**config.mk**
```make
export PLATFORM = sky130hd
export DESIGN_NAME = seg_digit_drawer
export DESIGN_NICKNAME = d
export VERILOG_FILES = /design/src/rtl/pixel_draw_pkg.sv /design/src/rtl/seg_decoder.sv /design/src/rtl/seg_digit_drawer.sv
export SDC_FILE = /design/constraint.sdc
export NUM_CORES = 1
export LEC_CHECK = 0
export CAP_MARGIN = 30
export CORE_ASPECT_RATIO = 0.8
export CORE_MARGIN = 10
export CORE_UTILIZATION = 60
export CTS_BUF_LIST = sky130_fd_sc_hd__clkbuf_16
export DETAILED_ROUTE_END_ITERATION = 16
export DONT_BUFFER_PORTS = 1
export GPL_TIMING_DRIVEN = 0
export PLACE_DENSITY = 0.75
export SYNTH_ARGS = -nofsm -noshare
export SYNTH_HDL_FRONTEND = slang
export SYNTH_SLANG_ARGS = --single-unit
```
**constraint.sdc**
```tcl
create_clock -name clk -period 10.5 [get_ports clk]
set_input_delay 1.05 -clock clk [delete_from_list [all_inputs] [get_ports clk]]
set_output_delay 1.05 -clock clk [all_outputs]
set_load 0.005 [all_outputs]
```
**src/rtl/pixel_draw_pkg.sv**
```systemverilog
// Shared types and constants for the seven-segment pixel drawers.
// Segment masks use bit order gfedcba (bit 0 = segment a).
package pixel_draw_pkg;

  localparam int DEF_X_W = 8;
  localparam int DEF_Y_W = 7;

  typedef enum logic [2:0] {
    SEG_A = 3'd0,
    SEG_B = 3'd1,
    SEG_C = 3'd2,
    SEG_D = 3'd3,
    SEG_E = 3'd4,
    SEG_F = 3'd5,
    SEG_G = 3'd6
  } seg_idx_e;

  typedef enum logic [1:0] {
    ST_IDLE = 2'd0,
    ST_DRAW = 2'd1,
    ST_FIN  = 2'd2
  } draw_state_e;

  // Entries 10-15 hold the hex glyphs A, b, C, d, E, F.
  localparam logic [6:0] SEG_MASK_TBL [16] = '{
    7'h3F, 7'h06, 7'h5B, 7'h4F, 7'h66, 7'h6D, 7'h7D, 7'h07,
    7'h7F, 7'h6F, 7'h77, 7'h7C, 7'h39, 7'h5E, 7'h79, 7'h71
  };

  function automatic logic seg_is_horiz(input seg_idx_e seg);
    return (seg == SEG_A) || (seg == SEG_D) || (seg == SEG_G);
  endfunction

endpackage

```
**src/rtl/seg_decoder.sv**
```systemverilog
// Combinational glyph decoder: 4-bit value to gfedcba segment mask.
// With HEX_EN=0 the values 10-15 decode to an empty (blank) mask.
module seg_decoder
  import pixel_draw_pkg::*;
#(
  parameter bit HEX_EN = 1'b0
) (
  input  logic [3:0] digit,
  output logic [6:0] mask
);

  always_comb begin
    mask = SEG_MASK_TBL[digit];
    if (!HEX_EN && (digit > 4'd9)) mask = 7'h00;
  end

endmodule

```
**src/rtl/seg_digit_drawer.sv**
```systemverilog
// Streams one seven-segment glyph as plot coordinates, one pixel per cycle.
// Handshake: start is taken only in IDLE; busy covers the draw; done pulses once.
module seg_digit_drawer
  import pixel_draw_pkg::*;
#(
  parameter int X_W     = DEF_X_W,
  parameter int Y_W     = DEF_Y_W,
  parameter int SEG_LEN = 5,
  parameter int SEG_H   = 7,
  parameter int OFF_X   = 11,
  parameter int OFF_Y   = 7,
  parameter bit HEX_EN  = 1'b0
) (
  input  logic           clk,
  input  logic           reset,
  input  logic           start,
  input  logic [3:0]     digit,
  input  logic [X_W-1:0] xIn,
  input  logic [Y_W-1:0] yIn,
  output logic [X_W-1:0] xOut,
  output logic [Y_W-1:0] yOut,
  output logic           plot,
  output logic           busy,
  output logic           done
);

  localparam int STEP_MAX = (SEG_LEN > SEG_H) ? SEG_LEN : SEG_H;
  localparam int STEP_W   = (STEP_MAX < 1) ? 1 : $clog2(STEP_MAX + 1);

  draw_state_e       state_q, state_d;
  logic [6:0]        mask_q, mask_d;
  logic [STEP_W-1:0] step_q, step_d;
  logic [X_W-1:0]    ox_q, ox_d, xout_q, xout_d;
  logic [Y_W-1:0]    oy_q, oy_d, yout_q, yout_d;
  logic              plot_q, plot_d, busy_q, busy_d, done_q, done_d;

  logic [6:0]        dec_mask;
  logic [6:0]        src_mask, seg_bit;
  logic [X_W-1:0]    src_ox, pix_x;
  logic [Y_W-1:0]    src_oy, pix_y;
  logic [STEP_W-1:0] src_step;
  seg_idx_e          cur_seg;
  logic              step_last, emit;

  seg_decoder #(.HEX_EN(HEX_EN)) u_dec (
    .digit(digit),
    .mask (dec_mask)
  );

  // In IDLE the first pixel comes straight from the inputs so it is valid
  // the cycle after acceptance; afterwards everything runs off latched state.
  always_comb begin
    if (state_q == ST_IDLE) begin
      src_mask = dec_mask;
      src_ox   = xIn + X_W'(OFF_X);
      src_oy   = yIn + Y_W'(OFF_Y);
      src_step = '0;
    end else begin
      src_mask = mask_q;
      src_ox   = ox_q;
      src_oy   = oy_q;
      src_step = step_q;
    end

    cur_seg = SEG_A;
    for (int i = 6; i >= 0; i--) begin
      if (src_mask[i]) cur_seg = seg_idx_e'(3'(i));
    end
    seg_bit = 7'b1 << cur_seg;

    step_last = seg_is_horiz(cur_seg) ? (src_step == STEP_W'(SEG_LEN))
                                      : (src_step == STEP_W'(SEG_H));

    case (cur_seg)
      SEG_A: begin pix_x = src_ox + X_W'(src_step); pix_y = src_oy; end
      SEG_B: begin pix_x = src_ox + X_W'(SEG_LEN);  pix_y = src_oy + Y_W'(src_step); end
      SEG_C: begin pix_x = src_ox + X_W'(SEG_LEN);  pix_y = src_oy + Y_W'(SEG_H) + Y_W'(src_step); end
      SEG_D: begin pix_x = src_ox + X_W'(src_step); pix_y = src_oy + Y_W'(2 * SEG_H); end
      SEG_E: begin pix_x = src_ox;                  pix_y = src_oy + Y_W'(SEG_H) + Y_W'(src_step); end
      SEG_F: begin pix_x = src_ox;                  pix_y = src_oy + Y_W'(src_step); end
      default: begin pix_x = src_ox + X_W'(src_step); pix_y = src_oy + Y_W'(SEG_H); end
    endcase
  end

  always_comb begin
    state_d = state_q;
    mask_d  = mask_q;
    step_d  = step_q;
    ox_d    = ox_q;
    oy_d    = oy_q;
    xout_d  = xout_q;
    yout_d  = yout_q;
    plot_d  = 1'b0;
    busy_d  = busy_q;
    done_d  = 1'b0;
    emit    = 1'b0;

    case (state_q)
      ST_IDLE: begin
        if (start) begin
          mask_d = dec_mask;
          ox_d   = src_ox;
          oy_d   = src_oy;
          step_d = '0;
          busy_d = 1'b1;
          if (dec_mask == 7'h00) begin
            state_d = ST_FIN;
            done_d  = 1'b1;
          end else begin
            emit = 1'b1;
          end
        end
      end
      ST_DRAW: begin
        // An empty mask here means the final pixel went out last cycle.
        if (mask_q == 7'h00) begin
          state_d = ST_FIN;
          done_d  = 1'b1;
        end else begin
          emit = 1'b1;
        end
      end
      ST_FIN: begin
        state_d = ST_IDLE;
        busy_d  = 1'b0;
      end
      default: state_d = ST_IDLE;
    endcase

    if (emit) begin
      state_d = ST_DRAW;
      xout_d  = pix_x;
      yout_d  = pix_y;
      plot_d  = 1'b1;
      if (step_last) begin
        mask_d = src_mask & ~seg_bit;
        step_d = '0;
      end else begin
        mask_d = src_mask;
        step_d = src_step + STEP_W'(1);
      end
    end
  end

  always_ff @(posedge clk) begin
    if (reset) begin
      state_q <= ST_IDLE;
      mask_q  <= '0;
      step_q  <= '0;
      ox_q    <= '0;
      oy_q    <= '0;
      xout_q  <= '0;
      yout_q  <= '0;
      plot_q  <= 1'b0;
      busy_q  <= 1'b0;
      done_q  <= 1'b0;
    end else begin
      state_q <= state_d;
      mask_q  <= mask_d;
      step_q  <= step_d;
      ox_q    <= ox_d;
      oy_q    <= oy_d;
      xout_q  <= xout_d;
      yout_q  <= yout_d;
      plot_q  <= plot_d;
      busy_q  <= busy_d;
      done_q  <= done_d;
    end
  end

  assign xOut = xout_q;
  assign yOut = yout_q;
  assign plot = plot_q;
  assign busy = busy_q;
  assign done = done_q;

endmodule
```
==> run_results.csv, run 1 <==
group,metric,value,unit
critical_path,rr_startpoint,"state_q[0]",
floorplanning,placementRows,25,
placement,dp_hpwl,8005,um
timing,skew,0.003314,ns
synth,ys_types,83,
floorplanning,die_w,107.3,um
global_route,antenna_found_initial,0,
timing,min_period_over_period,0.4515,
floorplanning,core_area,0.005912,sq mm
synth,syn_inst,463,
clocking,cts_buffers,5,
layout,diodes,0,
synth,synth_edf_count,0,
detailed_routing,wl_per_cell,18.96,um
timing,relSlewSlack,0.4821,
timing,fin_setup_tns,0,ns
synth,synth_top_cell_area_share,0.2462,
timing,fin_crit,4.741,ns
clocking,cts-root-buf,"clkbuf_16",
job,maxCapViolCount,0,
placement,place_congestion,0.9064,
detailed_routing,dr.pass1.iters,6,
clocking,cts_resized,0,
synth,synthFlopType,"dfxtp_1",
synth,syn_area,0.003659,sq mm
clocking,cts_setup_buffers,0,
clocking,clock_latency,0.29,ns
clocking,clkSinkCount,45,
global_route,grt_max_degree,14,
timing,fmax,0.2109,GHz
global_route,grtUsageTotal,0.2193,
timing,setup_viol,0,
clocking,cts_tree,"done",
detailed_routing,drt-total-wl,10470,um
synth,yosysTopAreaCell,"dfxtp_1",
power_and_ir_drop,power,713.8,uW
detailed_routing,drtIter0Drc,236,
synth,synthTopCellsByArea,"dfxtp_1 25%, ha_1 6.2%, nor2_1 5.3%",
detailed_routing,vias,3550,
floorplanning,start_util,0.6188,
placement,io_buffers,0,
floorplanning,dieHeight,89.84,um
global_route,grt_pass1_vias,3357,
layout,drive_gt1_frac,0.07643,
worst_hold_path,min-delay-start,"ox_q[3]",
worst_hold_path,hold_path.class,"reg -> reg",
clocking,clk_pin_slew,0.06,ns
layout,finalNetCount,513,
detailed_routing,vias_per_cell,6.431,
synth,ys_async_sr_fraction,0,
synth,syn_nets,505,
synth,avgSynthCellArea,7.902,sq um
synth,ys_seq_elements,45,
detailed_routing,drc,0,
global_route,grt_first_pass_wirelength,17370,um
clocking,clock_path_buffers,2,
synth,yosysWarnings,0,
status,status,"completed",
critical_path,crit_fanout,8,
critical_path,worstPathRequired,10.65,ns
global_route,gr-total-overflow,0,
placement,dp_cells,544,
critical_path,cp-end-kind,"flip-flop",
synth,ys_seq_area_frac,0.2462,
layout,area_growth,7.284,%
layout,fin_cells,552,
critical_path,start_kind,"input pin",
floorplanning,pin_count,40,
critical_path,worst_ep_arrival_time,4.89,ns
power_and_ir_drop,power_leakage,1.547,nW
timing,drv_slew,0,
timing,rsz0062_at_grt,"false",
floorplanning,die_area,0.009640,sq mm
detailed_routing,ant_nets,0,
clocking,ctsHoldBuffers,0,
power_and_ir_drop,power_density,181.9,mW/mm^2
critical_path,critPathKind,"in -> reg",
power_and_ir_drop,vdd_drop_max,76.78,uV
timing,hold_viol_final,0,
clocking,htreeDepth,2,
critical_path,startpoint,"digit[0]",
timing,tightest_slew,0.7768,ns
sequential cells by signal (all words and copies together), names as in the netlist:
name     cells
ox_q         8
xOut         8
mask_q       7
oy_q         7
yOut         7
step_q       3
state_q      2
busy         1
done         1
plot         1
metrics by stage:
stage	hold slack [ns]	worst slack, ns	utilization	instance area (sq um)
6_report	0.4631	5.759	0.6639	3925
5_1_grt	0.4969	5.398	0.6639	3925
4_1_cts	0.4592	5.807	0.6631	3920
3_5_place_dp	0.4421	5.544	0.6360	3760
3_3_place_gp	0.4423	5.599	0.6360	3760
2_1_floorplan	0.4249	6.103	-	3659
final timing paths:
path,end,slack [ns],cells after the start
hold / removal,ox_q[3],0.46,2
hold reg to reg,ox_q[3],0.46,2
setup reg to reg,yOut[3],6.06,14
setup / recovery,yOut[3],5.76,16
critical path, stage by stage:
cell and delay [ns]:
inv_1 0.06, ha_1 0.26, o21bai_1 0.28, a221oi_1 0.17, a21oi_2 0.44, a31oi_4 0.23, nor3_4 0.35, mux2i_1 0.30
ha_1 0.27, a21o_1 0.17, a21oi_1 0.53, xnor2_1 0.19, nor2_1 0.06, a311o_1 0.32, o21ai_1 0.12, a211oi_1 0.08
cell families after synthesis:
group	after synthesis	share of synthesized area
DFF	45	0.2462
AOI/OAI and AO/OA	155	0.3208
xor gates and xnor gates	28	0.06908
muxes	8	0.02189
and+or+nand+nor	163	0.2185
adders and majority gates	20	0.07250
buffers and inverters	44	0.05096
cell type report:
type,instances,area [sq um]
Inverter,21,78.83
Clock inverter,2,35.03
Clock buffer,5,125.1
Fill cell,508,1987
Timing Repair Buffer,1,5.005
Tap cell,81,101.3
Buffer,23,107.6
Multi-Input combinational cell,374,2571
Sequential cell,45,900.9
Yosys cell counts, types with 4 or more instances:
library cell and count:
mux2i_1 8, o21ai_0 18, a21oi_1 27, nand2_1 41, inv_1 21, o22ai_1 4
o21bai_1 4, a32oi_1 4, nor3_1 20, a211o_1 4, xnor2_1 17, and2_1 4
a211oi_1 23, dfxtp_1 45, nand2b_1 5, nand3_1 10, xor2_1 10, clkbuf_1 15
ha_1 18, a31oi_1 4, nor2b_1 6, nor2_1 52, o21a_1 7, o31ai_1 5
a21o_1 4
layer usage:
metal  GRT usage  vias up  wire length, um
met2      0.3313      158             4561
met4     0.05293        0              182
met5           0        -                0
li1            -     1726                -
met1      0.2942     1647             4734
met3     0.06776       19              987
layout by cell type (no fill, tap or decap), types with 5 or more instances in the layout:
cell type,instances
ha_1,18
a211oi_1,23
nand3_1,10
nand2b_1,5
mux2i_1,8
o21a_1,7
nor2b_1,6
dfxtp_1,45
nor3_1,20
clkbuf_1,15
nand2_1,41
a21oi_1,27
xnor2_1,17
o31ai_1,5
clkbuf_16,5
o21ai_0,18
nor2_1,52
inv_1,21
xor2_1,10
power breakdown:
part	internal, mW	switching (mW)
combinational	0.119	0.201
clock	0.111	0.0663
sequential	0.196	0.0209
Power figures use the tool's default switching activity.
==> inputs of run 2 (changes only) <==
--- a/config.mk
+++ b/config.mk
@@ -8,7 +8,7 @@
 export CAP_MARGIN = 30
 export CORE_ASPECT_RATIO = 0.8
 export CORE_MARGIN = 10
-export CORE_UTILIZATION = 60
+export CORE_UTILIZATION = 58
 export CTS_BUF_LIST = sky130_fd_sc_hd__clkbuf_16
 export DETAILED_ROUTE_END_ITERATION = 16
 export DONT_BUFFER_PORTS = 1
==> constraint.sdc (replaced) <==
create_clock -name clk -period 4.05 [get_ports clk]
set_input_delay 0.405 -clock clk [delete_from_list [all_inputs] [get_ports clk]]
set_output_delay 0.405 -clock clk [all_outputs]
set_load 0.005 [all_outputs]
==> run_results.csv, run 2 (synthesized netlist as in run 1, its figures left out) <==
group,metric,value,unit
critical_path,cpLargestDelayFamily,"compound AO/OA/AOI/OAI gates",
power_and_ir_drop,vdd_drop_max,239.5,uV
layout,fin_cells,553,
floorplanning,dieHeight,91.04,um
power_and_ir_drop,power_density,478.7,mW/mm^2
worst_hold_path,worstHoldEndpoint,"oy_q[0]",
detailed_routing,vias,3673,
critical_path,cp-end-kind,"flip-flop",
critical_path,cp_slowest_cell,"dfxtp_1",
timing,skew,0.008845,ns
timing,fin_setup_tns,0,ns
layout,mostFrequentLayoutCells,"52 x nor2_1, 45 x dfxtp_1, 41 x nand2_1",
floorplanning,start_util,0.6092,
detailed_routing,wl_per_cell,19.72,um
worst_hold_path,hold_path.class,"in -> reg",
clocking,clkSinkCount,45,
global_route,grt_pass1_vias,3348,
critical_path,path_buf_inv,3,
timing,min_period_over_period,0.9689,
floorplanning,core_area,0.006006,sq mm
detailed_routing,drc,0,
power_and_ir_drop,power,1.894,mW
placement,io_buffers,0,
critical_path,r2r-end,"yOut[4]",
clocking,cts_tree,"done",
global_route,grt_max_degree,15,
placement,place_congestion,0.9859,
placement,dp_cells,544,
floorplanning,die_w,108.8,um
layout,final_core_util,0.6588,
placement,dp_hpwl,8208,um
detailed_routing,drtIter0Drc,316,
layout,area_growth,8.139,%
layout,finalNetCount,513,
critical_path,rrSetupSlack,0.13,ns
clocking,clock_latency,0.29,ns
floorplanning,die_area,0.009904,sq mm
global_route,grtUsageTotal,0.2149,
clocking,htreeDepth,2,
clocking,clock_path_buffers,2,
timing,fmax,0.2548,GHz
status,status,"completed",
global_route,antenna_found_initial,0,
critical_path,worstPathRequired,4.29,ns
critical_path,start_kind,"flip-flop",
global_route,grt_first_pass_wirelength,17400,um
clocking,cts-root-buf,"clkbuf_16",
job,maxCapViolCount,0,
clocking,clk_pin_slew,0.07,ns
critical_path,critPathKind,"reg -> reg",
timing,relSlewSlack,0.2411,
timing,tightest_slew,1.129,ns
critical_path,crit_fanout,8,
timing,drv_slew,0,
detailed_routing,ant_nets,0,
global_route,gr-total-overflow,0,
power_and_ir_drop,power_leakage,1.559,nW
timing,rsz0062_at_grt,"true",
timing,setup_viol,0,
layout,n_fill_cell,559,
critical_path,rr_startpoint,"state_q[0]",
critical_path,slowest_delay,0.41,ns
detailed_routing,drt-total-wl,10900,um
critical_path,crit_path_frequent_cell,"inv_1",
worst_hold_path,hold_path_depth,1,
detailed_routing,vias_per_cell,6.642,
clocking,cts_buffers,5,
critical_path,worst_ep_arrival_time,4.16,ns
critical_path,rr_worst_depth,18,
floorplanning,pin_count,40,
worst_hold_path,min-delay-start,"yIn[0]",
floorplanning,placementRows,25,
detailed_routing,dr.pass1.iters,5,
layout,drive_gt1_frac,0.08898,
timing,fin_crit,3.924,ns
critical_path,cp_cell_sequence,"or2_1 > buf_6 > a311o_1 > o32ai_1 > a32oi_1 > nor3_4 > xnor2_1 > ha_1 > inv_1 > fa_1 > inv_1 > a21o_1 > nand2_1 > nand3_1 > a21oi_1 > a31oi_1 > mux2i_1 > a21bo_1",
timing,hold_viol_final,0,
layout,final_common_cell,"nor2_1",
layout,diodes,0,
[run 2: metal layers]
metal,part of all wire,vias to the layer above,global-route usage
li1,-,1721,-
met5,0,-,0
met3,0.12,26,0.06497
met2,0.44,225,0.3243
met4,0.017,0,0.06689
met1,0.42,1701,0.2852
[run 2: final cells by class]
class	instances	area (sq um)	area share
Buffer	23	111.4	0.02815
Clock buffer	5	125.1	0.03163
Clock inverter	3	41.29	0.01044
Inverter	21	78.83	0.01992
Multi-Input combinational cell	374	2590	0.6546
Sequential cell	45	900.9	0.2277
Tap cell	81	101.3	0.02562
Timing Repair Buffer	1	7.507	0.001898
[run 2: worst max path at each step]
stage               startpoint       to  cells after the start
floorplan             digit[0]  yOut[3]                     16
global placement    state_q[0]  yOut[3]                     14
detailed placement  state_q[1]  yOut[3]                     15
CTS                 state_q[0]  yOut[3]                     15
global route          digit[0]  yOut[4]                     19
finish              state_q[0]  yOut[4]                     18
[run 2: through the flow]
| stage | hold WS [ns] | area, sq um | setup slack [ns] |
|---|---|---|---|
| 4_1_cts | 0.2037 | 3931 | 0.009599 |
| 5_1_grt | 0.2011 | 3956 | -0.04855 |
| 6_report | 0.2023 | 3956 | 0.1260 |
| 2_1_floorplan | 0.4249 | 3659 | 0.2978 |
| 3_5_place_dp | 0.4485 | 3760 | -0.2830 |
| 3_3_place_gp | 0.4427 | 3760 | -0.2733 |
[run 2: power breakdown]
part | switching [mW] | internal (mW)
Sequential | 0.0555 | 0.507
Clock | 0.185 | 0.289
Combinational | 0.540 | 0.317
Total | 0.781 | 1.11
[run 2: what timing repair did]
item,in CTS,in global routing
endpoints found under the setup margin,3,4
hold buffers,0,0
pin swaps,0,1
setup buffers,0,1
gates resized for setup,2,8
